<file path="config.mk">
export PLATFORM = sky130hd
export DESIGN_NAME = debounce_multi
export DESIGN_NICKNAME = d
export VERILOG_FILES = /design/src/rtl/debounce_pkg.sv /design/src/rtl/debounce_chan.sv /design/src/rtl/debounce_multi.sv
export SDC_FILE = /design/constraint.sdc
export NUM_CORES = 1
export LEC_CHECK = 0
export CAP_MARGIN = 20
export CORE_AREA = 2 2 87 89
export DETAILED_ROUTE_END_ITERATION = 7
export DIE_AREA = 0 0 89 91
export SLEW_MARGIN = 20
export SYNTH_ARGS = -nofsm -noshare
export SYNTH_HDL_FRONTEND = slang
export SYNTH_SLANG_ARGS = --single-unit
</file>
<file path="constraint.sdc">
create_clock -name i_clk -period 4.7 [get_ports i_clk]
set_input_delay 0.47 -clock i_clk [delete_from_list [all_inputs] [get_ports i_clk]]
set_output_delay 0.47 -clock i_clk [all_outputs]
set_load 0.01 [all_outputs]
</file>
<file path="src/rtl/debounce_pkg.sv">
// Shared definitions for the multi-channel pushbutton debouncer.
// Latency: n/a (package only).
// Backpressure: n/a (package only).
//
// Contents: width helper, logical level constants, parameter legality check.
package debounce_pkg;

  // Logical levels after polarity correction.
  localparam logic LVL_PRESSED  = 1'b1;
  localparam logic LVL_RELEASED = 1'b0;

  // $clog2 clamped so a counter that only ever holds 0 still gets one bit.
  function automatic int clog2_min1(input int n);
    return (n > 1) ? $clog2(n) : 1;
  endfunction

  // Elaboration-time sanity check of the debouncer parameter set.
  function automatic bit params_legal(input int div, input int num_ch,
                                      input int stable, input int sync);
    return (div >= 1) && (num_ch >= 1) && (stable >= 1) && (sync >= 2);
  endfunction

endpackage

</file>
<file path="src/rtl/debounce_chan.sv">
// One debouncer channel: counts disagreeing samples, flips level, emits strobes.
// Latency: level changes on the STABLE_SAMPLES-th consecutive disagreeing tick.
// Backpressure: none; strobes are single-cycle and cannot be stalled.
//
// Ports:
//   i_clk, i_rst_n : clock, async active-low reset
//   i_sample       : synchronised, polarity-corrected button level
//   i_tick         : shared sample strobe
//   o_debbtn       : debounced level (1 = pressed)
//   o_press        : one-cycle strobe on 0->1 of o_debbtn
//   o_release      : one-cycle strobe on 1->0 of o_debbtn
module debounce_chan
  import debounce_pkg::*;
#(
  parameter int STABLE_SAMPLES = 8
) (
  input  logic i_clk,
  input  logic i_rst_n,
  input  logic i_sample,
  input  logic i_tick,
  output logic o_debbtn,
  output logic o_press,
  output logic o_release
);

  localparam int CW = clog2_min1(STABLE_SAMPLES);
  localparam logic [CW-1:0] CNT_LAST = CW'(STABLE_SAMPLES - 1);

  logic [CW-1:0] cnt;

  always_ff @(posedge i_clk or negedge i_rst_n) begin
    if (!i_rst_n) begin
      cnt       <= '0;
      o_debbtn  <= LVL_RELEASED;
      o_press   <= 1'b0;
      o_release <= 1'b0;
    end else begin
      // Strobes default low; only the flipping edge raises one of them.
      o_press   <= 1'b0;
      o_release <= 1'b0;
      if (i_tick) begin
        if (i_sample == o_debbtn) begin
          // Any agreeing sample cancels a pending change (bounce rejection).
          cnt <= '0;
        end else if (cnt == CNT_LAST) begin
          cnt       <= '0;
          o_debbtn  <= i_sample;
          o_press   <= (i_sample == LVL_PRESSED);
          o_release <= (i_sample == LVL_RELEASED);
        end else begin
          cnt <= cnt + CW'(1);
        end
      end
    end
  end

endmodule

</file>
<file path="src/rtl/debounce_multi.sv">
// Multi-channel pushbutton debouncer: polarity fix, synchroniser, prescaler, channels.
// Latency: worst case SYNC_STAGES + STABLE_SAMPLES*DIV cycles from input step to level.
// Backpressure: none; all outputs are free-running registered levels/strobes.
//
// Ports:
//   i_clk, i_rst_n : clock, async active-low reset
//   i_btn          : raw asynchronous button inputs, NUM_CH wide
//   o_debbtn       : debounced logical levels (1 = pressed)
//   o_press        : per-channel one-cycle press strobes
//   o_release      : per-channel one-cycle release strobes
//   o_tick         : shared sample strobe, high when the prescaler is at DIV-1
module debounce_multi
  import debounce_pkg::*;
#(
  parameter int CLOCK_RATE_HZ  = 16_000_000,
  parameter int SAMPLE_RATE_HZ = 1_000,
  parameter int NUM_CH         = 4,
  parameter int STABLE_SAMPLES = 8,
  parameter int SYNC_STAGES    = 2,
  parameter int ACTIVE_LOW     = 0
) (
  input  logic              i_clk,
  input  logic              i_rst_n,
  input  logic [NUM_CH-1:0] i_btn,
  output logic [NUM_CH-1:0] o_debbtn,
  output logic [NUM_CH-1:0] o_press,
  output logic [NUM_CH-1:0] o_release,
  output logic              o_tick
);

  localparam int DIV = CLOCK_RATE_HZ / SAMPLE_RATE_HZ;
  localparam int PW  = clog2_min1(DIV);
  localparam logic [PW-1:0] PCNT_LAST = PW'(DIV - 1);

  if (!params_legal(DIV, NUM_CH, STABLE_SAMPLES, SYNC_STAGES)) begin : g_bad_params
    $error("debounce_multi: illegal parameters (need DIV>=1, NUM_CH>=1, STABLE_SAMPLES>=1, SYNC_STAGES>=2)");
  end

  // Synchroniser holds logical (post-polarity) levels so reset = released.
  logic [NUM_CH-1:0] s_raw;
  logic [NUM_CH-1:0] sync_q [SYNC_STAGES];
  logic [NUM_CH-1:0] s_sync;

  assign s_raw  = (ACTIVE_LOW != 0) ? ~i_btn : i_btn;
  assign s_sync = sync_q[SYNC_STAGES-1];

  always_ff @(posedge i_clk or negedge i_rst_n) begin
    if (!i_rst_n) begin
      for (int i = 0; i < SYNC_STAGES; i++) sync_q[i] <= '0;
    end else begin
      sync_q[0] <= s_raw;
      for (int i = 1; i < SYNC_STAGES; i++) sync_q[i] <= sync_q[i-1];
    end
  end

  // Prescaler: tick is decoded from the count register, so DIV=1 ticks always.
  logic [PW-1:0] pcnt;

  always_ff @(posedge i_clk or negedge i_rst_n) begin
    if (!i_rst_n) begin
      pcnt <= '0;
    end else if (pcnt == PCNT_LAST) begin
      pcnt <= '0;
    end else begin
      pcnt <= pcnt + PW'(1);
    end
  end

  assign o_tick = (pcnt == PCNT_LAST);

  for (genvar c = 0; c < NUM_CH; c++) begin : g_chan
    debounce_chan #(
      .STABLE_SAMPLES(STABLE_SAMPLES)
    ) u_chan (
      .i_clk    (i_clk),
      .i_rst_n  (i_rst_n),
      .i_sample (s_sync[c]),
      .i_tick   (o_tick),
      .o_debbtn (o_debbtn[c]),
      .o_press  (o_press[c]),
      .o_release(o_release[c])
    );
  end

endmodule

</file>
==> impl_results.md, run 1 <==
- Status: completed
- Bufs and invs on worst path: 1
- Reg-to-Reg End: g_chan[2].u_chan.cnt[0]
- Root buffer cell: clkbuf_8
- WP data arrival: 2.08 ns
- Adder-Cell Fraction of Synth Area: 0.0533
- Antenna cells: 0
- Reg2Reg Depth: 5
- Setup TNS: 0 ns
- Synth Warn #: 0
- Multiplexer share of the synthesized area: 0.0373
- Synth cell count leaders: dfrtp_1, nor2_1, buf_4, inv_1
- Most common cell in the netlist: dfrtp_1
- Netlist cell types: 25
- Fin crit period: 2.55 ns
- Vias/cell: 4.29
- Maxcap violations: 0
- Yosys top cell by area: dfrtp_1
- Final WS setup: 2.15 ns
- Clock power frac: 0.464
- Flops & latches, synth: 46
- DIE WIDTH: 89 um
- Mapped Cells: 182
- Total GRT Usage: 0.0902
- Reg2Reg Setup Slack: 2.65 ns
- Hold slack: 0.151 ns
- Slew Viols, Final: 0
- Post-synthesis compound-gate area fraction: 0.0332
- Placer Congestion: 0.710
- LEAKAGE: 1.08 nW
- Die Height: 91 um
- CP Class: reg -> out
- CP endpoint kind: output port
- Max Fclk: 393 MHz
- Synth top area cells: dfrtp_1, ha_1, xnor2_1
- Max clock buf depth: 2
- Post_cts resized: 0
- Register area: 1150 um2
- Number of vias in the routed layout: 1254
- Starting Density: 0.296
- Layout Nets: 207
- Fillers: 742
- Switching fraction of total power: 0.187
- Full die area: 8100 um2
- Max incr delay on CP: 0.59 ns
- Combinational share of power: 0.020
- Worst slack at placement: 2.45 ns
- Mean area per synthesized cell: 11.6 um2
- Core footprint: 7140 um2
- Cell area after layout: 2420 um2
- Ys flop type: dfrtp_1
- Wire length per cell: 11.0 um
- Post-CTS Hold Buffers: 0
- Hold Path Class: in -> async
- DR iter-0 viols: 33
- Least-Margin Pin Slew: 0.578 ns
- Final setup fails: 0
- # IOs: 19
- Post-Syn Area: 2110 um2
- Post-CTS Setup Inserts: 0
- Vias in the first global route: 1247
- Xor and xnor area share after synthesis: 0.0622
- Sequential Power Share: 0.516
- Layout area overhead: 14.6%
- R2R Path Start: pcnt[0]
- Layout cell share with drive strength beyond 1: 0.124
- First-pass GRT wire length: 5730 um
- Initial antenna violation count: 0
- Post-synth EDFFs: 0
- Worst Path Max Fanout: 5
- Tcrit/Tclk final: 0.542
- Pint: 0.631 mW
- DRC: 0
- RSZ-0062 raised after global routing: no
- Synth async-reset ratio: 1.00
- Largest family of logic cells by synthesized area: simple AND/OR/NAND/NOR gates
- Simple-Gate Fraction of Synth Area: 0.180
- Post-route clock skew: 0.00898 ns
- Total grt overflow: 0
- Num Clock Sinks: 46
- CP Cell Sequence: ha_1, nand4_2, nor4_4, clkdlybuf4s50_1
- HPWL after DPL: 2090 um
- CTS H-tree depth: 2
- Clock latency on the worst-skew pair: 0.30 ns
- Worst-path clk slew: 0.08 ns
- Share of the synthesized area in the top cell type: 0.545
- Max_slew headroom: 0.614
- Multi-input logic area: 772 um2
- Row count: 31
- Post-route antenna net violation count: 0
- Post-DP Area: 2270 um2
- CTS tree: built
- Peak supply drop: 0.0000966 V
- Startpoint types: register
- Clock buffer count from CTS: 5
- Worst path required time: 4.23 ns
- # port buffers: 18
- CP max-delay cell: clkdlybuf4s50_1
- Drt total wl: 3210 um
- Largest net degree at the start of global routing: 47
- CP delay by family, top: buffers and inverters
- PD cells: 321 nW/um2
- Final hold vios: 0
- Net Count, Synth: 197
- Sw power: 0.146 mW
- Post-synthesis sequential area ratio: 0.545
- Drt pass-1 iters: 4
[metrics by stage]
| step | util | total power [mW] | instances |
|---|---|---|---|
| finish | 0.339 | 0.777 | 292 |
| global route | 0.339 | 0.806 | 292 |
| CTS | 0.339 | 0.791 | 292 |
| detailed placement | 0.319 | 0.425 | 284 |
| global placement | 0.319 | 0.425 | 284 |
| floorplan | - | 0.412 | 182 |
[layout make-up]
type / instances / share of cell area
Sequential cell: 46 / 0.476
Multi-Input combinational cell: 108 / 0.319
Timing Repair Buffer: 19 / 0.0765
Tap cell: 99 / 0.0512
Clock buffer: 6 / 0.0341
Clock inverter: 2 / 0.0248
Inverter: 12 / 0.0186
[state kept, by name (all words and copies together), names as in the netlist]
register and cells:
g_chan.u_chan.cnt 12, g_chan.u_chan.o_debbtn 4, g_chan.u_chan.o_press 4, g_chan.u_chan.o_release 4, pcnt 14, s_sync 4
sync_q 4
[cells by family after synthesis]
kind of cell | Yosys count
fa+ha+maj | 9
xor+xnor | 15
compound gates | 11
simple gates | 66
mux | 7
buf+inv | 28
flops | 46
[worst max path at each step]
stage                  from      to  slack [ns]  depth (start not counted)
finish              pcnt[0]  o_tick        2.15                          4
global route        pcnt[0]  o_tick        2.02                          4
CTS                 pcnt[0]  o_tick        2.12                          4
detailed placement  pcnt[0]  o_tick        2.45                          4
global placement    pcnt[0]  o_tick        2.48                          4
floorplan           pcnt[0]  o_tick        2.73                          5
[routing by layer]
metal,wire (um),global-route usage
met5,0,0
met4,38,0.0299
met3,154,0.0300
met2,1500,0.141
met1,1520,0.117
[cell usage in the layout, fill, tap and decap left out, types with 7 or more instances in the layout]
master	synthesis	layout
ha_1	9	9
nor2_1	15	15
clkdlybuf4s50_1	0	17
nor3b_1	8	8
dfrtp_1	46	46
xnor2_1	11	11
inv_1	12	12
nor3_1	8	8
nand3_1	11	11
mux2_2	7	7
[worst reg2reg max path: stages, from the launching register on]
cell	delay, ns
dfrtp_1	0.39
ha_1	0.23
nand4_2	0.21
nor4_4	0.36
buf_4	0.37
mux2_2	0.38
[power groups by stage]
| stage | Clock [mW] | Combinational [mW] | Sequential [mW] |
|---|---|---|---|
| after CTS | 0.373 | 0.0162 | 0.401 |
| after global routing | 0.386 | 0.0179 | 0.402 |
| after detailed placement | 0 | 0.0161 | 0.409 |
| after floorplan | 0 | 0.00370 | 0.409 |
| final | 0.360 | 0.0154 | 0.401 |
| after global placement | 0 | 0.0162 | 0.409 |
Note: power is estimated with default switching activity, not from simulation.
==> inputs of run 2 (changes only) <==
clock period = 2.1 ns   (was 4.7 ns; I/O delays follow)
==> impl_results.md, run 2 (same netlist as run 1, synthesis figures left out) <==
- LEAKAGE: 1.09 nW (+0.77%)
- HPWL after DPL: 2310 um (+11%)
- Clock latency on the worst-skew pair: 0.30 ns (about the same)
- Register with the most flip-flops: pcnt
- Total grt overflow: 0 (unchanged)
- Reg-to-Reg End: g_chan[3].u_chan.cnt[0]
- WP data arrival: 1.73 ns (-0.35 ns)
- Initial antenna violation count: 0 (unchanged)
- Layout cell share with drive strength beyond 1: 0.146 (+0.0221)
- CP Cell Sequence: ha_1, nand4_2, nor4_4, dlygate4sd2_1
- RSZ-0062 raised after global routing: no
- Biggest regs: pcnt (14), g_chan.u_chan.cnt (12)
- DR iter-0 viols: 43 (+30%)
- # port buffers: 18 (unchanged)
- Max FFs per register: 14 (unchanged)
- CTS H-tree depth: 2 (unchanged)
- # IOs: 19 (unchanged)
- Final hold vios: 0 (unchanged)
- Fin crit period: 1.94 ns
- Final core occ: 0.340 (+0.000526)
- Startpoint types: register
- Final setup fails: 0 (unchanged)
- Wire length per cell: 11.2 um (+2.2%)
- DIE WIDTH: 89 um (unchanged)
- Worst-path clk slew: 0.09 ns (about the same)
- Register area: 1150 um2 (unchanged)
- CP Class: reg -> out
- Post-route antenna net violation count: 0 (unchanged)
- Max incr delay on CP: 0.39 ns (-0.20 ns)
- Core footprint: 7140 um2 (unchanged)
- Vias in the first global route: 1229 (-1.4%)
- Setup crit end: o_tick
- Reg2Reg Setup Slack: 0.23 ns (-2.42 ns)
- Status: completed
- Starting Density: 0.296 (unchanged)
- Max clock buf depth: 2 (unchanged)
- Vias/cell: 4.20 (-2.2%)
- Worst path required time: 1.89 ns (-2.34 ns)
- Num Clock Sinks: 46 (unchanged)
- Layout area overhead: 14.8%
- Drt pass-1 iters: 3 (-1)
- Max_slew headroom: 0.623 (+0.00831)
- Full die area: 8100 um2 (unchanged)
- First-pass GRT wire length: 5910 um (+3.2%)
- Drt total wl: 3340 um (+3.9%)
- Fillers: 743 (+0.13%)
- Total GRT Usage: 0.0955 (+0.00531)
- Slew Viols, Final: 0 (unchanged)
- Start point of the critical path: pcnt[0]
- Least-Margin Pin Slew: 0.566 ns (-0.0125 ns)
- Reg2Reg Depth: 5 (unchanged)
- Most frequent cells in the layout: dfrtp_1, clkdlybuf4s50_1, nor2_1, inv_1
- Layout Nets: 212 (+2.4%)
- Die Height: 91 um (unchanged)
- Maxcap violations: 0 (unchanged)
- CTS tree: built
- R2R Path Start: pcnt[0]
- CP max-delay cell: dfrtp_1
- Tcrit/Tclk final: 0.923
- Clock buffer count from CTS: 5 (unchanged)
- Placer Congestion: 0.791 (+11%)
- Number of vias in the routed layout: 1248 (-0.48%)
- Largest net degree at the start of global routing: 25 (-47%)
- Worst Path Max Fanout: 4 (-1)
- Hold Path Class: in -> reg
- Post-route clock skew: 0.00651 ns (-0.00247 ns)
- Max Fclk: 516 MHz
- DRC: 0 (unchanged)
- Antenna cells: 0 (unchanged)
- Root buffer cell: clkbuf_8
- Multi-input logic area: 774 um2 (+0.32%)
- Commonest non-fill, non-tap cell in the layout: dfrtp_1
- PD cells: 618 nW/um2 (+93%)
- CP endpoint kind: output port
- Peak supply drop: 0.000250 V (+160%)
- Setup TNS: 0 ns (unchanged)
- Row count: 31 (unchanged)
==> run 2: cell count changes in the layout (fill, tap and decap cells not counted), sizes merged <==
| cell | change |
|---|---|
| clkdlybuf4s50 | -1 |
| dlygate4sd3 | +1 |
| clkinvlp | +1 |
| bufinv | -2 |
| clkinv | +1 |
| dlygate4sd2 | +1 |
| buf | +4 |
==> run 2: area by class of cell <==
type                            instances  area share
Tap cell                               99      0.0511
Sequential cell                        46       0.475
Clock inverter                          2     0.00516
Inverter                               12      0.0186
Clock buffer                            6      0.0341
Timing Repair Buffer                   24      0.0965
Multi-Input combinational cell        108       0.320
==> run 2: routing by layer <==
metal,GRT usage,routed length [um]
met5,0,0
met4,0.0485,59
met3,0.0300,125
met2,0.133,1480
met1,0.132,1670
==> run 2: worst min path at each step <==
stage / slack (ns) / start / to / cells after the start
finish: 0.34 / i_btn[1] / sync_q[5] / 1
global route: 0.32 / i_btn[1] / sync_q[5] / 1
CTS: 0.33 / i_btn[1] / sync_q[5] / 1
detailed placement: 0.24 / i_rst_n / pcnt[0] / 1
global placement: 0.24 / i_rst_n / pcnt[0] / 1
floorplan: -0.09 / i_rst_n / g_chan[0].u_chan.cnt[0] / 0
==> run 2: per-stage QoR <==
| step | hold slack, ns | total power, mW | cell area [um2] | setup slack [ns] | std cells |
|---|---|---|---|---|---|
| 5_1_grt | 0.324 | 1.57 | 2420 | 0.00467 | 297 |
| 3_3_place_gp | 0.235 | 0.956 | 2320 | 0.192 | 288 |
| 3_5_place_dp | 0.239 | 0.956 | 2320 | 0.154 | 288 |
| 6_report | 0.342 | 1.50 | 2420 | 0.163 | 297 |
| 2_1_floorplan | -0.0856 | 0.923 | 2110 | 0.393 | 182 |
| 4_1_cts | 0.331 | 1.53 | 2420 | 0.120 | 297 |
==> run 2: power by group <==
| part | internal (mW) | switching, mW |
|---|---|---|
| logic | 0.0172 | 0.0231 |
| registers | 0.893 | 0.00551 |
| clock network | 0.265 | 0.295 |
==> run 2: worst max-delay path: cells and delay by family, from the launching register on <==
family,cells,cell delay (ns)
adders and majority gates,1,0.23
buffers and inverters,1,0.31
and+or+nand+nor,2,0.49
DFF,1,0.39
==> run 2: timing repair <==
item,in CTS,in global routing
setup endpoints to repair,1,9
hold buffers,1,0
buffers inserted,0,0
hold endpoints to repair,22,0
resized for setup,1,1
==> inputs of run 3 (changes only) <==
clock period = 2 ns   (was 2.1 ns; I/O delays follow)
==> impl_results.md, run 3 (same netlist as run 1, synthesis figures left out) <==
- Full die area: 8100 um2 (unchanged)
- HPWL after DPL: 2240 um (-2.8%)
- Placer Congestion: 0.760 (-4.0%)
- Post-route antenna net violation count: 0 (unchanged)
- Final hold vios: 0 (unchanged)
- DP Cell Count: 291 (+1.0%)
- LEAKAGE: 1.11 nW (+1.7%)
- Setup TNS: 0 ns (unchanged)
- CP Cell Sequence: or3b_4, nor4_4, buf_4, mux2_2
- Post-route clock skew: 0.00847 ns (+0.00196 ns)
- Starting Density: 0.296 (unchanged)
- Max_slew headroom: 0.640 (+0.0174)
- CP max-delay cell: or3b_4
- Final setup fails: 0 (unchanged)
- Row count: 31 (unchanged)
- Multi-input logic area: 772 um2 (-0.32%)
- Total GRT Usage: 0.0919 (-0.00364)
- Worst-path clk slew: 0.09 ns (about the same)
- Core footprint: 7140 um2 (unchanged)
- Post-CTS Setup Inserts: 0 (unchanged)
- Layout area overhead: 16.1%
- Finished Layout Cells: 300 (+1.0%)
- Status: completed
- Num Clock Sinks: 46 (unchanged)
- Maxcap violations: 0 (unchanged)
- Total grt overflow: 0 (unchanged)
- Fin crit period: 1.87 ns
- Layout Nets: 215 (+1.4%)
- CP Class: reg -> reg
- WP data arrival: 2.07 ns (+0.34 ns)
- PD cells: 681 nW/um2 (+10%)
- Max FFs per register: 14 (unchanged)
- Clock buffer count from CTS: 5 (unchanged)
- Drt pass-1 iters: 3 (unchanged)
- Register with the most flip-flops: pcnt
- Vias in the first global route: 1197 (-2.6%)
- Max clock buf depth: 2 (unchanged)
- CTS tree: built
- Die Height: 91 um (unchanged)
- First-pass GRT wire length: 5710 um (-3.5%)
- Startpoint types: register
- Max Fclk: 535 MHz
- Slew Viols, Final: 0 (unchanged)
- CTS H-tree depth: 2 (unchanged)
- Peak supply drop: 0.000344 V (+38%)
- Tcrit/Tclk final: 0.935
- Wire length per cell: 10.9 um (-2.8%)
- DRC: 0 (unchanged)
- # port buffers: 18 (unchanged)
- Root buffer cell: clkbuf_8
- RSZ-0062 raised after global routing: no
- Worst path required time: 2.20 ns (+0.31 ns)
- Largest net degree at the start of global routing: 25 (unchanged)
- Least-Margin Pin Slew: 0.540 ns (-0.0261 ns)
- Initial antenna violation count: 0 (unchanged)
- Fillers: 737 (-0.81%)
- Commonest non-fill, non-tap cell in the layout: dfrtp_1
- Drt total wl: 3280 um (-1.8%)
- Max incr delay on CP: 0.41 ns (+0.02 ns)
- DR iter-0 viols: 37 (-14%)
- Vias/cell: 4.15 (-1.3%)
- CP endpoint kind: register
- # IOs: 19 (unchanged)
- Worst Path Max Fanout: 14 (+10)
- DIE WIDTH: 89 um (unchanged)
- Number of vias in the routed layout: 1244 (-0.32%)
- Clock latency on the worst-skew pair: 0.30 ns (about the same)
- Biggest regs: pcnt (14), g_chan.u_chan.cnt (12)
- Hold Path Class: in -> reg
- Layout cell share with drive strength beyond 1: 0.149 (+0.00279)
- Register area: 1150 um2 (unchanged)
- Most frequent cells in the layout: dfrtp_1, clkdlybuf4s50_1, nor2_1, inv_1
- Antenna cells: 0 (unchanged)
[run 3: final cells by class]
| cell class | instances | share of cell area |
|---|---|---|
| Sequential cell | 46 | 0.470 |
| Multi-Input combinational cell | 108 | 0.315 |
| Timing Repair Buffer | 27 | 0.103 |
| Tap cell | 99 | 0.0505 |
| Clock buffer | 7 | 0.0311 |
| Inverter | 12 | 0.0184 |
| Clock inverter | 1 | 0.0123 |
[run 3: critical path, delay by kind of cell, from the launching register on]
| kind | cells | cell delay [ns] |
|---|---|---|
| buf+inv | 1 | 0.26 |
| flops | 1 | 0.40 |
| mux | 1 | 0.35 |
| simple gates | 2 | 0.75 |
[run 3: metal layers]
layer,GRT usage,vias to the layer above,routed length (um)
li1,-,638,-
met4,0.0485,0,86
met2,0.131,17,1440
met1,0.126,581,1630
met5,0,-,0
met3,0.0245,8,125
[run 3: per-stage QoR]
stage / util / hold WS, ns / cell area (um2) / setup slack, ns / power (mW)
after floorplan: - / -0.0956 / 2110 / 0.303 / 0.969
after global placement: 0.328 / 0.217 / 2340 / 0.117 / 1.00
after detailed placement: 0.328 / 0.225 / 2340 / 0.0870 / 1.00
final: 0.343 / 0.331 / 2450 / 0.129 / 1.67
after CTS: 0.344 / 0.323 / 2450 / 0.0397 / 1.69
after global routing: 0.343 / 0.317 / 2450 / 0.0190 / 1.74
[run 3: timing repair]
item,4_1_cts,5_1_grt
resized for setup,1,2
setup endpoints to repair,1,1
hold buffers,1,0
endpoints found under the hold margin,22,0
pin swaps,0,1
[run 3: final timing paths]
path	from	slack, ns	cells past startpoint	endpoint
min in group asynchronous	i_rst_n	0.41	2	pcnt[7]
max in group asynchronous	i_rst_n	1.08	3	g_chan[0].u_chan.o_debbtn
worst min register to register	sync_q[5]	0.35	0	s_sync[1]
worst max register to register	pcnt[13]	0.13	4	g_chan[3].u_chan.cnt[0]
worst max-delay path	pcnt[13]	0.13	4	g_chan[3].u_chan.cnt[0]
worst min-delay path	i_btn[2]	0.33	1	sync_q[6]
[run 3: power breakdown]
part / internal (mW) / switching [mW] / total (mW) / leakage [nW]
Sequential: 0.937 / 0.00532 / 0.943 / 0.610
Combinational: 0.0180 / 0.0238 / 0.0419 / 0.449
Clock: 0.374 / 0.311 / 0.685 / 0.0524
Total: 1.33 / 0.340 / 1.67 / 1.11
